$ cat config.mk
export PLATFORM = sky130hd
export DESIGN_NAME = overlap_window_addr_gen_flat
export DESIGN_NICKNAME = d
export VERILOG_FILES = /design/src/rtl/overlap_window_addr_gen_if.sv /design/src/rtl/overlap_window_addr_gen.sv /design/src/flat_wrapper.sv
export SDC_FILE = /design/constraint.sdc
export NUM_CORES = 1
export LEC_CHECK = 0
export CORE_ASPECT_RATIO = 1.4
export CORE_MARGIN = 2
export CORE_UTILIZATION = 50
export CTS_CLUSTER_SIZE = 24
export DETAILED_ROUTE_END_ITERATION = 8
export PLACE_DENSITY = 0.73
export RECOVER_POWER = 50
export REMOVE_ABC_BUFFERS = 1
export SYNTH_ARGS = -nofsm -noshare
export SYNTH_HDL_FRONTEND = slang
export SYNTH_SLANG_ARGS = --single-unit
$ cat constraint.sdc
create_clock -name clock -period 8.1 [get_ports clock]
set_input_delay 2.43 -clock clock [delete_from_list [all_inputs] [get_ports clock]]
set_output_delay 2.43 -clock clock [all_outputs]
set_load 0.005 [all_outputs]
$ cat src/rtl/overlap_window_addr_gen_if.sv
// ---------------------------------------------------------------------------
// overlap_window_addr_gen_if
//   Groups the control inputs and the address/flag outputs of the overlapped
//   window address generator.
//   master : sample source and window consumer. Drives flush, enqueue,
//            dequeue and hop. Observes the addresses and the flags.
//   slave  : the generator itself.
//   Signals:
//     flush      : synchronous clear of pointers and flags
//     enqueue    : source requests a sample write
//     dequeue    : consumer requests a sample read
//     hop        : window advance in samples, sampled at each window's first read
//     write_addr : RAM write address
//     read_addr  : RAM read address
//     write      : RAM write enable
//     read       : RAM read enable
//     win_idx    : position of the current sample inside the window
//     first      : asserted on the read of window index 0
//     last       : asserted on the read of window index WINLEN-1
//     full       : all DEPTH slots hold retained samples
//     empty      : no unread sample for the current window position
//     fill_level : number of retained samples, overlap included
//     overflow   : sticky flag, set by an enqueue while full
// ---------------------------------------------------------------------------
interface overlap_window_addr_gen_if #(
    parameter int ADDRWIDTH = 12,
    parameter int WLOG2     = 11
) ();
    logic                 flush;
    logic                 enqueue;
    logic                 dequeue;
    logic [WLOG2:0]       hop;
    logic [ADDRWIDTH-1:0] write_addr;
    logic [ADDRWIDTH-1:0] read_addr;
    logic                 write;
    logic                 read;
    logic [WLOG2-1:0]     win_idx;
    logic                 first;
    logic                 last;
    logic                 full;
    logic                 empty;
    logic [ADDRWIDTH:0]   fill_level;
    logic                 overflow;

    modport master (
        output flush, enqueue, dequeue, hop,
        input  write_addr, read_addr, write, read, win_idx, first, last,
               full, empty, fill_level, overflow
    );

    modport slave (
        input  flush, enqueue, dequeue, hop,
        output write_addr, read_addr, write, read, win_idx, first, last,
               full, empty, fill_level, overflow
    );
endinterface

$ cat src/rtl/overlap_window_addr_gen.sv
// ---------------------------------------------------------------------------
// overlap_window_addr_gen
//   Address and flag generator for a circular sample RAM. The RAM feeds
//   overlapped analysis windows to an STFT front end, and the RAM itself is
//   external to this block.
//   - Samples are written sequentially.
//   - Each window reads WINLEN consecutive samples, starting at win_base.
//   - At the end of a window, win_base advances by the hop that was latched
//     at that window's first read. A hop smaller than WINLEN gives overlap.
//   Ports:
//     clock   : rising-edge clock
//     reset_n : synchronous, active-low reset
//     bus     : overlap_window_addr_gen_if.slave (controls, addresses, flags)
// ---------------------------------------------------------------------------
module overlap_window_addr_gen #(
    parameter int ADDRWIDTH = 12,
    parameter int WLOG2     = 11
) (
    input  logic                       clock,
    input  logic                       reset_n,
    overlap_window_addr_gen_if.slave   bus
);
    localparam int PW = ADDRWIDTH + 1;   // pointer width: extra MSB separates full from empty
    localparam int HW = WLOG2 + 1;       // hop width: can hold WINLEN itself

    localparam logic [PW-1:0]    DEPTH_P  = {1'b1, {ADDRWIDTH{1'b0}}};
    localparam logic [HW-1:0]    WINLEN_P = {1'b1, {WLOG2{1'b0}}};
    localparam logic [WLOG2-1:0] IDX_LAST = '1;

    logic [PW-1:0]    wr_ptr_q,   wr_ptr_d;
    logic [PW-1:0]    win_base_q, win_base_d;
    logic [WLOG2-1:0] idx_q,      idx_d;
    logic [HW-1:0]    hop_q,      hop_d;
    logic             overflow_q, overflow_d;

    logic [PW-1:0]    rd_ptr;
    logic [PW-1:0]    fill;
    logic             full_w;
    logic             empty_w;
    logic             write_w;
    logic             read_w;
    logic             at_first;
    logic             at_last;
    logic [HW-1:0]    hop_eff;

    // Flags are built from the current state only. A space-freeing last
    // read therefore does not unblock a write in the same cycle.
    always_comb begin
        rd_ptr   = win_base_q + PW'(idx_q);
        fill     = wr_ptr_q - win_base_q;
        full_w   = (fill == DEPTH_P);
        empty_w  = (wr_ptr_q == rd_ptr);
        write_w  = bus.enqueue && !full_w;
        read_w   = bus.dequeue && !empty_w;
        at_first = (idx_q == '0);
        at_last  = (idx_q == IDX_LAST);
        // A hop of zero or one larger than a window would skip or stall data,
        // so those values fall back to a non-overlapped advance.
        hop_eff  = ((bus.hop == '0) || (bus.hop > WINLEN_P)) ? WINLEN_P : bus.hop;
    end

    always_comb begin
        wr_ptr_d   = wr_ptr_q;
        win_base_d = win_base_q;
        idx_d      = idx_q;
        hop_d      = hop_q;
        overflow_d = overflow_q;

        if (write_w) begin
            wr_ptr_d = wr_ptr_q + PW'(1);
        end

        if (bus.enqueue && full_w) begin
            overflow_d = 1'b1;
        end

        if (read_w) begin
            // The hop is latched at the first read, so a later change on the
            // hop input only affects the next window.
            if (at_first) begin
                hop_d = hop_eff;
            end
            if (at_last) begin
                idx_d      = '0;
                win_base_d = win_base_q + PW'(hop_q);
            end else begin
                idx_d = idx_q + WLOG2'(1);
            end
        end
    end

    always_ff @(posedge clock) begin
        if (!reset_n || bus.flush) begin
            wr_ptr_q   <= '0;
            win_base_q <= '0;
            idx_q      <= '0;
            hop_q      <= WINLEN_P;
            overflow_q <= 1'b0;
        end else begin
            wr_ptr_q   <= wr_ptr_d;
            win_base_q <= win_base_d;
            idx_q      <= idx_d;
            hop_q      <= hop_d;
            overflow_q <= overflow_d;
        end
    end

    assign bus.write_addr = wr_ptr_q[ADDRWIDTH-1:0];
    assign bus.read_addr  = rd_ptr[ADDRWIDTH-1:0];
    assign bus.write      = write_w;
    assign bus.read       = read_w;
    assign bus.win_idx    = idx_q;
    assign bus.first      = read_w && at_first;
    assign bus.last       = read_w && at_last;
    assign bus.full       = full_w;
    assign bus.empty      = empty_w;
    assign bus.fill_level = fill;
    assign bus.overflow   = overflow_q;
endmodule

$ cat src/flat_wrapper.sv
// flat-port wrapper written by rule: the top's interface ports become plain ports
module overlap_window_addr_gen_flat 
#(
    parameter int ADDRWIDTH = 12,
    parameter int WLOG2     = 11
)
  (clock, reset_n, bus_flush, bus_enqueue, bus_dequeue, bus_hop, bus_write_addr, bus_read_addr, bus_write, bus_read, bus_win_idx, bus_first, bus_last, bus_full, bus_empty, bus_fill_level, bus_overflow);
  overlap_window_addr_gen_if #(.ADDRWIDTH(ADDRWIDTH), .WLOG2(WLOG2)) bus_i ();
  input  logic clock;
  input  logic reset_n;
  input wire logic [$bits(bus_i.flush)-1:0] bus_flush;
  input wire logic [$bits(bus_i.enqueue)-1:0] bus_enqueue;
  input wire logic [$bits(bus_i.dequeue)-1:0] bus_dequeue;
  input wire logic [$bits(bus_i.hop)-1:0] bus_hop;
  output wire logic [$bits(bus_i.write_addr)-1:0] bus_write_addr;
  output wire logic [$bits(bus_i.read_addr)-1:0] bus_read_addr;
  output wire logic [$bits(bus_i.write)-1:0] bus_write;
  output wire logic [$bits(bus_i.read)-1:0] bus_read;
  output wire logic [$bits(bus_i.win_idx)-1:0] bus_win_idx;
  output wire logic [$bits(bus_i.first)-1:0] bus_first;
  output wire logic [$bits(bus_i.last)-1:0] bus_last;
  output wire logic [$bits(bus_i.full)-1:0] bus_full;
  output wire logic [$bits(bus_i.empty)-1:0] bus_empty;
  output wire logic [$bits(bus_i.fill_level)-1:0] bus_fill_level;
  output wire logic [$bits(bus_i.overflow)-1:0] bus_overflow;
  assign bus_i.flush = bus_flush;
  assign bus_i.enqueue = bus_enqueue;
  assign bus_i.dequeue = bus_dequeue;
  assign bus_i.hop = bus_hop;
  assign bus_write_addr = bus_i.write_addr;
  assign bus_read_addr = bus_i.read_addr;
  assign bus_write = bus_i.write;
  assign bus_read = bus_i.read;
  assign bus_win_idx = bus_i.win_idx;
  assign bus_first = bus_i.first;
  assign bus_last = bus_i.last;
  assign bus_full = bus_i.full;
  assign bus_empty = bus_i.empty;
  assign bus_fill_level = bus_i.fill_level;
  assign bus_overflow = bus_i.overflow;
  overlap_window_addr_gen #(.ADDRWIDTH(ADDRWIDTH), .WLOG2(WLOG2)) u_core (.clock(clock), .reset_n(reset_n), .bus(bus_i));
endmodule
==> run metrics, run 1 <==
antenna viol nets, final 0; layout cells sized above 1 under 10%; Nets 680; Worst Path Arrival 4560 ps; Max-Cap Viols 0; reg-to-reg endpoint u_core.hop_q[9]$_SDFFE_PP0P_; Mapped Area 4690 sq um; post_cts resized 0; die area 10200 sq um; Worst-path clk slew 70 ps; Routed WL 12.3 mm; DR WL met3 roughly 430 um; Distinct cells, synth 81; crit path from u_core.win_base_q[1]$_SDFFE_PP0P_; DIE WIDTH 85.9 um; largest net degree at the start of global routing 30; TritonCTS clock tree built; CP startpoint kind flip-flop; worst setup path endpoint bus_last; cell at the slowest stage of the critical path o2111ai_1; WP depth 11; IO buf count a little over 70; Synth top area share 21.3%; Worst Tran Pin Value 1430 ps; Tmin final 6990 ps; initial core utilization 51.7%; storage element area between 1000 and 1500 sq um; via density per instance 6.07; hpwl dp 9.73 mm; first-pass detailed-route iteration total 9; Crit path required time 5670 ps; RSZ-0062 raised after global routing false; CTS sink count 50; power per cell area ~100 nW/um^2; core area 9080 sq um; # IOs 72; worst path bufs/invs 3; Hold Crit Class flip-flop to flip-flop; Worst slew margin 4.91%; failing checks design-rule violations; area of the multi-input gates 3220 sq um; final antenna diode count 0; reg2reg start u_core.win_base_q[1]$_SDFFE_PP0P_; GPL Wtd Cong 0.897; DR WL met2 6.46 mm; GRT overflow 0; Tot GR Track Use 24.2%; Most used DFF post-synth dfxtp_1; Final Hold Viols 0; Period Utilization, post-route 86.3%; flops & latches, synth 50; H-tree levels 2; setup TNS 0 ps; Crit Path Max Fanout 15; fill count 844; worst reg2reg path depth 11; FMAX 143 MHz; reg2reg setup slack 3820 ps; # DRC 3; num rows 41; DR vias 4428; largest cells by area after synthesis dfxtp_1 21%, ha_1 10%, xnor2_1 5.8%; first-pass GRT wire length 19.9 mm; initial antenna violation count 0; synth warn 0; max-slew violations 0; post-route setup slack 1110 ps; critical-path cell list inv_1 -> fa_1 -> nor2b_1 -> o31a_1 -> o211ai_2 -> and3_2 -> and3_4 -> o2111ai_1 -> o211ai_4 -> inv_1 -> clkdlybuf4s50_1; Root Buffer clkbuf_16; post-CTS setup buffers 0; ys async rst share 0%; delay-heaviest family, CP compound AO/OA/AOI/OAI gates; Seq/Total Area, Yosys 21.3%; Mapped Cells roughly 580; Crit path largest cell delay 880 ps; area leader, netlist dfxtp_1; CP Class flip-flop to output port; LEAKAGE approximately 2.3 nW; CP endpoint kind output port; Clk Latency, worst-skew pair around 290 ps; WL per Instance 16.8 um; wl on met1 4.98 mm; vias in the first global route 4149; pre-CTS setup slack 1590 ps; Post-synth EDFFs 0; CTS Buf Count 5; CTS max path bufs 2; CP most frequent cell inv_1; hold buffers post-CTS 0; status finished with violations; area grow syn2layout 15.2%; Initial DRC Count 267; syn_area_per_cell 8.13 sq um; worst vdd ir 0.0889 mV; setup skew after layout 1.90 ps; DIE HEIGHT 119 um; final setup vio count 0; Top Layer Used met4
## kinds of logic (layout without fill, tap and decap cells)
logic type	after synthesis	in the layout	share of synthesized area (%)
XOR/XNOR	40	40	7.76
flip-flops	50	50	21.3
adder cells (fa/ha/maj)	41	41	11.4
multiplexers	19	19	4.05
AND/OR/NAND/NOR	204	204	23.7
AO/OA/AOI/OAI	145	145	22.7
buffers and inverters	78	124	9.12
## layout by cell type (no fill, tap or decap), drive strengths merged, types with 9 or more instances in the layout
cell type      netlist  final
nor2b               10     10
nor3                12     12
inv                 43     43
o21a                 9      9
dfxtp               50     50
o31ai               10     10
clkdlybuf4s50        0     45
nor4                13     13
a21oi               45     45
o21ai               28     28
nor2                41     41
nand3               24     24
xnor2               31     31
or4                 11     11
mux2i               19     19
nand2               43     43
dlygate4sd3          0     26
ha                  38     38
or3                 12     12
## report_power, final
part | total [mW] | internal (mW) | switching [mW]
clock | 0.239 | 0.146 | 0.0924
combinational | 0.0383 | 0.0181 | 0.0201
sequential | 0.248 | 0.247 | 0.00138
## how the worst min path moves through the flow
stage | cells past startpoint | start | end
floorplan | 2 | u_core.hop_q[9]$_SDFFE_PP0P_ | u_core.hop_q[9]$_SDFFE_PP0P_
global placement | 2 | u_core.hop_q[4]$_SDFFE_PP0P_ | u_core.hop_q[4]$_SDFFE_PP0P_
detailed placement | 2 | u_core.hop_q[8]$_SDFFE_PP0P_ | u_core.hop_q[8]$_SDFFE_PP0P_
CTS | 2 | u_core.hop_q[8]$_SDFFE_PP0P_ | u_core.hop_q[8]$_SDFFE_PP0P_
global route | 2 | u_core.hop_q[9]$_SDFFE_PP0P_ | u_core.hop_q[9]$_SDFFE_PP0P_
finish | 2 | u_core.hop_q[7]$_SDFFE_PP0P_ | u_core.hop_q[7]$_SDFFE_PP0P_
## Yosys cell counts, types with 2 or more instances
library cell  count
dfxtp_1          50
a21oi_1          44
inv_1            43
nand2_1          43
nor2_1           41
ha_1             38
xnor2_1          31
nand3_1          24
o21ai_0          24
mux2i_1          19
buf_4            15
nor3_1           12
nor4_1           12
or3_1            12
nor2b_1          10
o31ai_1          10
or4_1            10
o21a_1            9
clkbuf_1          8
xor2_1            8
a211oi_1          7
a21o_1            6
nand4_1           6
and3_1            5
and2_1            4
buf_2             4
clkbuf_8          4
nand2b_1          4
o211ai_1          4
or3b_1            4
buf_6             3
fa_1              3
o41ai_1           3
or2_2             3
a31oi_1           2
nand3b_1          2
nor4b_1           2
o2111ai_1         2
o211ai_4          2
o21ai_1           2
o2bb2ai_1         2
## per-stage QoR
stage / total power [mW] / instances / util [%] / hold slack, ps / cell area, sq um
floorplan: 0.272 / 542 / - / 436 / 4430
global placement: 0.293 / 722 / 58.2 / 453 / 5290
detailed placement: 0.294 / 722 / 58.2 / 457 / 5290
CTS: 0.529 / 730 / 60.0 / 468 / 5450
global route: 0.540 / 730 / 59.5 / 485 / 5400
finish: 0.525 / 730 / 59.5 / 467 / 5400
## layout make-up
cell class / instances / share of cell area (%)
Timing Repair Buffer: 73 / 13.4
Clock buffer: 7 / 2.45
Sequential cell: 50 / 18.5
Inverter: 43 / 2.99
Tap cell: 107 / 2.48
Clock inverter: 1 / 0.556
Multi-Input combinational cell: 449 / 59.6
## metal layers
layer,vias up,global-route usage (%)
met3,30,2.65
met5,-,0
met1,2096,27.4
met4,0,9.23
li1,2191,-
met2,111,44.9
## tightest hold or removal path, cell delays in order (launching register included)
cell and delay (ps):
dfxtp_1 310, nand2_1 50, mux2i_1 50
## state kept, by name (all words and copies together) (netlist names)
signal / cells
u_core.bus.win_idx: 11
u_core.bus.overflow: 1
u_core.hop_q: 12
u_core.win_base_q: 13
u_core.wr_ptr_q: 13
(Power assumes the default switching activity.)
==> inputs of run 2 (changes only) <==
--- a/config.mk
+++ b/config.mk
@@ -5,7 +5,7 @@
 export SDC_FILE = /design/constraint.sdc
 export NUM_CORES = 1
 export LEC_CHECK = 0
-export CORE_ASPECT_RATIO = 1.4
+export CAP_MARGIN = 20
 export CORE_MARGIN = 2
 export CORE_UTILIZATION = 50
 export CTS_CLUSTER_SIZE = 24
==> run 2 against run 1 <==
  * The flow now finishes without violations
  * Flip-flop and latch count unchanged
  * Global-route usage about the same
  * Combinational power decreased by 1%
  * Utilization decreased by 1.0 points
  * Die area decreased by 0.11%
  * Non-clock buffer count unchanged
  * Power decreased by 11%
  * Critical path type unchanged
  * Highest routed layer unchanged
==> run metrics, run 2 (synthesis gave the netlist of run 1 again) <==
Period Utilization, post-route 87.1% (was 86.3%); GPL Wtd Cong 0.943 (was 0.897); worst vdd ir 0.0723 mV (was 0.0889 mV); RSZ-0062 raised after global routing false (unchanged); largest net degree at the start of global routing 38 (was 30); IO buf count 71 (unchanged); layout cells sized above 1 4.82% (was 4.65%); first-pass GRT wire length 19.6 mm (was 19.9 mm); hold buffers post-CTS 0 (unchanged); post-route setup slack 1040 ps (was 1110 ps); pre-CTS setup slack 1550 ps (was 1590 ps); total power draw 0.465 mW (was 0.525 mW); Root Buffer clkbuf_8 (was clkbuf_16); die area 10200 sq um (about the same); M2 GR Usage 40.3% (was 44.9%); via density per instance 5.97 (was 6.07); GR peak layer met2 (unchanged); H-tree levels 2 (unchanged); CTS Buf Count 5 (unchanged); Tmin final 7060 ps (was 6990 ps); max-slew violations 0 (unchanged); # DRC 0 (was 3); Crit path required time 5670 ps (about the same); DIE WIDTH 101 um (was 85.9 um); # IOs 72 (unchanged); Hold EP u_core.hop_q[4]$_SDFFE_PP0P_ (was u_core.hop_q[7]$_SDFFE_PP0P_); critical-path cell list inv_1 -> ha_1 -> fa_1 -> nor2b_1 -> o21ai_0 -> a211oi_1 -> nor3_1 -> xnor2_1 -> nor4_1 -> and2_1 -> nor2_1 -> clkdlybuf4s50_1 (was inv_1 -> fa_1 -> nor2b_1 -> o31a_1 -> o211ai_2 -> and3_2 -> and3_4 -> o2111ai_1 -> o211ai_4 -> inv_1 -> clkdlybuf4s50_1); Clk Latency, worst-skew pair 310 ps (was 290 ps); TritonCTS clock tree built (unchanged); commonest non-fill, non-tap cells in the layout 50 x dfxtp_1, 47 x clkdlybuf4s50_1, 44 x a21oi_1 (was 50 x dfxtp_1, 45 x clkdlybuf4s50_1, 44 x a21oi_1); power per cell area 86.9 nW/um^2 (was 97.1 nW/um^2); hpwl dp 9.67 mm (was 9.73 mm); area grow syn2layout 14.1% (was 15.2%); final antenna diode count 0 (unchanged); DR vias 4384 (was 4428); CTS sink count 50 (unchanged); Nets 680 (unchanged); Max-Cap Viols 0 (unchanged); cell at the slowest stage of the critical path and2_1 (was o2111ai_1); initial core utilization 51.3% (was 51.7%); worst reg2reg path depth 12 (was 11); reg2reg setup slack 3840 ps (was 3820 ps); Tot GR Track Use 24.1% (was 24.2%); vias in the first global route 4092 (was 4149); initial antenna violation count 0 (unchanged); core area 9150 sq um (was 9080 sq um); reg-to-reg endpoint u_core.wr_ptr_q[2]$_SDFFE_PP0P_ (was u_core.hop_q[9]$_SDFFE_PP0P_); status completed (was finished with violations); worst hold slack 466 ps (was 467 ps); num rows 35 (was 41); antenna viol nets, final 0 (unchanged); commonest non-fill, non-tap cell in the layout dfxtp_1 (unchanged); fill count 848 (was 844); CP Class flip-flop to output port (unchanged); Worst slew margin 37.0% (was 4.91%); LEAKAGE 2.27 nW (was 2.30 nW); Initial DRC Count 233 (was 267); WHS Path Cells 2 (unchanged); Layout Utilization 58.5% (was 59.5%); Final Hold Viols 0 (unchanged); reg2reg start u_core.wr_ptr_q[0]$_SDFFE_PP0P_ (was u_core.win_base_q[1]$_SDFFE_PP0P_); first-pass detailed-route iteration total 4 (was 9); CTS max path bufs 2 (unchanged); Routed WL 12.3 mm (about the same); Worst Path Arrival 4630 ps (was 4560 ps); post_cts resized 0 (unchanged); DIE HEIGHT 101 um (was 119 um); Crit path largest cell delay 700 ps (was 880 ps); GRT overflow 0 (unchanged); Worst Min Path Start u_core.hop_q[4]$_SDFFE_PP0P_ (was u_core.hop_q[7]$_SDFFE_PP0P_); WL per Instance 16.7 um (was 16.8 um); setup TNS 0 ps (unchanged); post-CTS setup buffers 0 (unchanged); CP startpoint kind flip-flop (unchanged); met1 Use GR 31.6% (was 27.4%); largest registers u_core.win_base_q (13), u_core.wr_ptr_q (13), u_core.hop_q (12) (unchanged); met3 usage 2.98% (was 2.65%); Hold Crit Class flip-flop to flip-flop (unchanged); Worst Tran Pin Value 944 ps (was 1430 ps); final setup vio count 0 (unchanged); setup skew after layout 4.20 ps (was 1.90 ps); FMAX 142 MHz (was 143 MHz); CP endpoint kind output port (unchanged); Worst-path clk slew 90 ps (was 70 ps); Crit Path Max Fanout 21 (was 15)
run 2: cell types whose count changed in the layout (fill, tap and decap cells not counted), sizes merged:
cell | previous run | this run
clkdlybuf4s50 | 45 | 47
dlygate4sd3 | 26 | 24
clkbuf | 8 | 6
buf | 1 | 2
clkinvlp | 0 | 1
run 2: worst max path at each step:
stage                                             from         to  slack (ps)
global route           u_core.wr_ptr_q[0]$_SDFFE_PP0P_  bus_write         760
finish                 u_core.wr_ptr_q[0]$_SDFFE_PP0P_  bus_write        1040
floorplan           u_core.bus.win_idx[0]$_SDFFE_PP0P_   bus_last        2620
CTS                    u_core.wr_ptr_q[0]$_SDFFE_PP0P_  bus_write        1170
global placement                           bus_dequeue   bus_last        1570
detailed placement                         bus_dequeue   bus_last        1550
run 2: routing by layer:
| layer | vias up | share of wire (%) | wire length, um |
|---|---|---|---|
| met1 | 2034 | 43 | 5270 |
| met4 | 0 | 2.8 | 344 |
| li1 | 2179 | - | - |
| met3 | 29 | 6.3 | 772 |
| met2 | 142 | 48 | 5870 |
| met5 | - | 0 | 0 |
run 2: through the flow:
stage | cells | instance area [sq um]
6_report | 734 | 5350
5_1_grt | 734 | 5350
4_1_cts | 734 | 5400
3_5_place_dp | 726 | 5290
3_3_place_gp | 726 | 5290
2_1_floorplan | 542 | 4430
run 2: cell type report:
class                      instances  area (sq um)  area share, %
clock buffer                       6          72.6           1.36
clock inverter                     2          37.5          0.701
inverter                          43           161           3.02
multi-input combinational        449          3210           60.1
sequential                        50          1000           18.7
tap                              111           139           2.60
timing repair buffer              73           726           13.6
run 2: power by group:
part,internal [mW],leakage (nW),switching (mW)
sequential,0.246,0.403,0.00156
combinational,0.0184,1.81,0.0194
clock,0.0923,0.0514,0.0869
run 2: critical path, delay by kind of cell (launching register included):
kind | cells | cell delay, ps
AO/OA/AOI/OAI | 2 | 650
XOR/XNOR | 1 | 180
adder cells (fa/ha/maj) | 2 | 650
buffers and inverters | 2 | 600
flip-flops | 1 | 570
AND/OR/NAND/NOR | 5 | 1650
==> inputs of run 3 (changes only) <==
--- a/config.mk
+++ b/config.mk
@@ -8,6 +8,7 @@
 export CAP_MARGIN = 20
 export CORE_MARGIN = 2
 export CORE_UTILIZATION = 50
+export CTS_CLUSTER_DIAMETER = 80
 export CTS_CLUSTER_SIZE = 24
 export DETAILED_ROUTE_END_ITERATION = 8
 export PLACE_DENSITY = 0.73
==> results of run 3 <==
No change in the layout: final DEF, timing and power equal those of run 2.
==> edit (config.mk and constraints of run 1) <==
`ADDRWIDTH` is set to 12 in 3 places; all go to 13.
--- a/src/rtl/overlap_window_addr_gen_if.sv
+++ b/src/rtl/overlap_window_addr_gen_if.sv
@@ -24,5 +24,5 @@
 // ---------------------------------------------------------------------------
 interface overlap_window_addr_gen_if #(
-    parameter int ADDRWIDTH = 12,
+    parameter int ADDRWIDTH = 13,
     parameter int WLOG2     = 11
 ) ();
--- a/src/rtl/overlap_window_addr_gen.sv
+++ b/src/rtl/overlap_window_addr_gen.sv
@@ -14,5 +14,5 @@
 // ---------------------------------------------------------------------------
 module overlap_window_addr_gen #(
-    parameter int ADDRWIDTH = 12,
+    parameter int ADDRWIDTH = 13,
     parameter int WLOG2     = 11
 ) (
--- a/src/flat_wrapper.sv
+++ b/src/flat_wrapper.sv
@@ -2,5 +2,5 @@
 module overlap_window_addr_gen_flat 
 #(
-    parameter int ADDRWIDTH = 12,
+    parameter int ADDRWIDTH = 13,
     parameter int WLOG2     = 11
 )
Interface: changed (resized bus_fill_level, bus_read_addr and bus_write_addr); port bits go from 72 to 75. No check against the original RTL was run, so the function may have changed too.
==> edit against run 1 <==
  * The flow finishes with violations (DRC, capacitance limit, slew limit)
  * Count of clock-buffer cells in the layout is 2 lower
  * Total power rose by 0.89%
  * Via count is 2.9% higher
  * Routed wire length increased by 4.5%
  * Critical path type unchanged
  * Sequential cell count increased by 2
  * Largest power group unchanged
  * Final area rose by 2.1%
  * Die area decreased by 0.36%
  * Setup slack better by 430 ps
  * Area after synthesis shrank 0.37%
  * Clock power down 6%
==> edit: results (changes against run 1) <==
{
  "timing": {
    "final.setup_skew": {"value": 6.410, "unit": "ps", "change": "+4.511 ps"},
    "slew_headroom": {"value": -0.3932, "change": "-0.4423"},
    "hold_ws": {"value": 454.6, "unit": "ps", "change": "-12.26 ps"},
    "final_max_slew_violation_count": {"value": 81, "change": "+81"}
  },
  "placement": {
    "detailed_place_hpwl": {"value": 9877, "unit": "µm", "change": "+1.5%"},
    "pre_cts_slack": {"value": 1568, "unit": "ps", "change": "-21.32 ps"},
    "port_buffers": {"value": 74, "change": "+4.2%"},
    "weighted_congestion_reported_at_the_end_of_routability_driven_placement": {"value": 0.8831, "change": "-1.6%"},
    "dp.cells": {"value": 739, "change": "+2.4%"},
    "postPlaceCellArea": {"value": 0.005376, "unit": "mm²", "change": "+1.7%"}
  },
  "hold_path": {
    "whs_endpoint": "u_core.hop_q[0]",
    "min-delay-start": "u_core.hop_q[0]"
  },
  "yosys": {
    "yosys.area_share.xor_xnor": {"value": 0.08164, "change": "+0.004038"},
    "synthTopCellsByArea": "sky130_fd_sc_hd__dfxtp_1 22%, sky130_fd_sc_hd__ha_1 10%, sky130_fd_sc_hd__xnor2_1 5.2%",
    "post_synth.cell_area_avg": {"value": 7.870, "unit": "µm²", "change": "-3.2%"},
    "synth_largest_type_area_fraction": {"value": 0.2227, "change": "+0.009365"},
    "synth_sequential_area_ratio": {"value": 0.2227, "change": "+0.009365"},
    "area_fraction_in_compound_gates_after_synthesis": {"value": 0.2508, "change": "+0.02414"},
    "synth_cell_type_count": {"value": 69, "change": "-15%"}
  },
  "setup_path": {
    "worst-endpoint-arrival": {"value": 4140, "unit": "ps", "change": "-420 ps"},
    "timing.reg2reg.setup_slack": {"value": 4080, "unit": "ps", "change": "+260 ps"},
    "cp_slowest_cell": "sky130_fd_sc_hd__clkdlybuf4s50_1",
    "r2r-end": "u_core.hop_q[11]",
    "worst_path_dominant_cell_family": "simple AND/OR/NAND/NOR gates",
    "critical-path-max-stage-delay": {"value": 620, "unit": "ps", "change": "-260 ps"}
  },
  "finish": {
    "finalNetCount": {"value": 698, "change": "+2.6%"},
    "layout_top_registers": "u_core.win_base_q: 14 flops, u_core.wr_ptr_q: 14 flops, u_core.hop_q: 12 flops",
    "ratio_of_cells_with_drive_above_1_in_the_final_layout": {"value": 0.05000, "change": "+0.003451"},
    "finalNonFillerCells": {"value": 747, "change": "+2.3%"},
    "area.growth.synth_to_final_pct": 17.99,
    "fillCellCount": {"value": 821, "change": "-2.7%"}
  },
  "status": {
    "failed_checks": "DRC, capacitance limit, slew limit",
    "run_status": "finished with violations"
  },
  "routing": {
    "drcViolationCount": {"value": 3, "change": "unchanged"},
    "initialDrtViolationCount": {"value": 271, "change": "+1.5%"}
  },
  "power": {
    "total_leakage_power": {"value": 2.299, "unit": "nW", "change": "-0.22%"},
    "power.ir.vdd_worst": {"value": 0.0001012, "unit": "V", "change": "+14%"},
    "internal-power": {"value": 0.3945, "unit": "mW", "change": "-4.0%"}
  },
  "run": {
    "drv_cap": {"value": 2, "change": "+2"}
  },
  "grt": {
    "first_global_vias": {"value": 4431, "change": "+6.8%"}
  }
}
[edit: layout make-up]
cell class,instances,area share
clock buffers,5,0.02269
clock inverters,3,0.004764
inverters,41,0.02790
multi-input cells,461,0.5932
flip-flops and latches,52,0.1887
well taps,107,0.02427
repair buffers,78,0.1384
[edit: how the worst max path moves through the flow]
stage / cells past startpoint / start / to / slack [ps]
after CTS: 5 / bus_dequeue / bus_read / 1560
after detailed placement: 5 / bus_dequeue / bus_read / 1570
after global placement: 5 / bus_dequeue / bus_read / 1590
final: 11 / u_core.win_base_q[1] / bus_empty / 1530
after global routing: 10 / u_core.bus.win_idx[2] / bus_read / 1330
after floorplan: 3 / bus_dequeue / bus_last / 2060
[edit: power by group through the flow]
stage | combinational [mW] | sequential (mW) | clock [mW]
floorplan | 0.0228 | 0.263 | 0
global placement | 0.0469 | 0.264 | 0
detailed placement | 0.0479 | 0.264 | 0
CTS | 0.0481 | 0.258 | 0.227
global route | 0.0516 | 0.258 | 0.234
finish | 0.0473 | 0.258 | 0.224
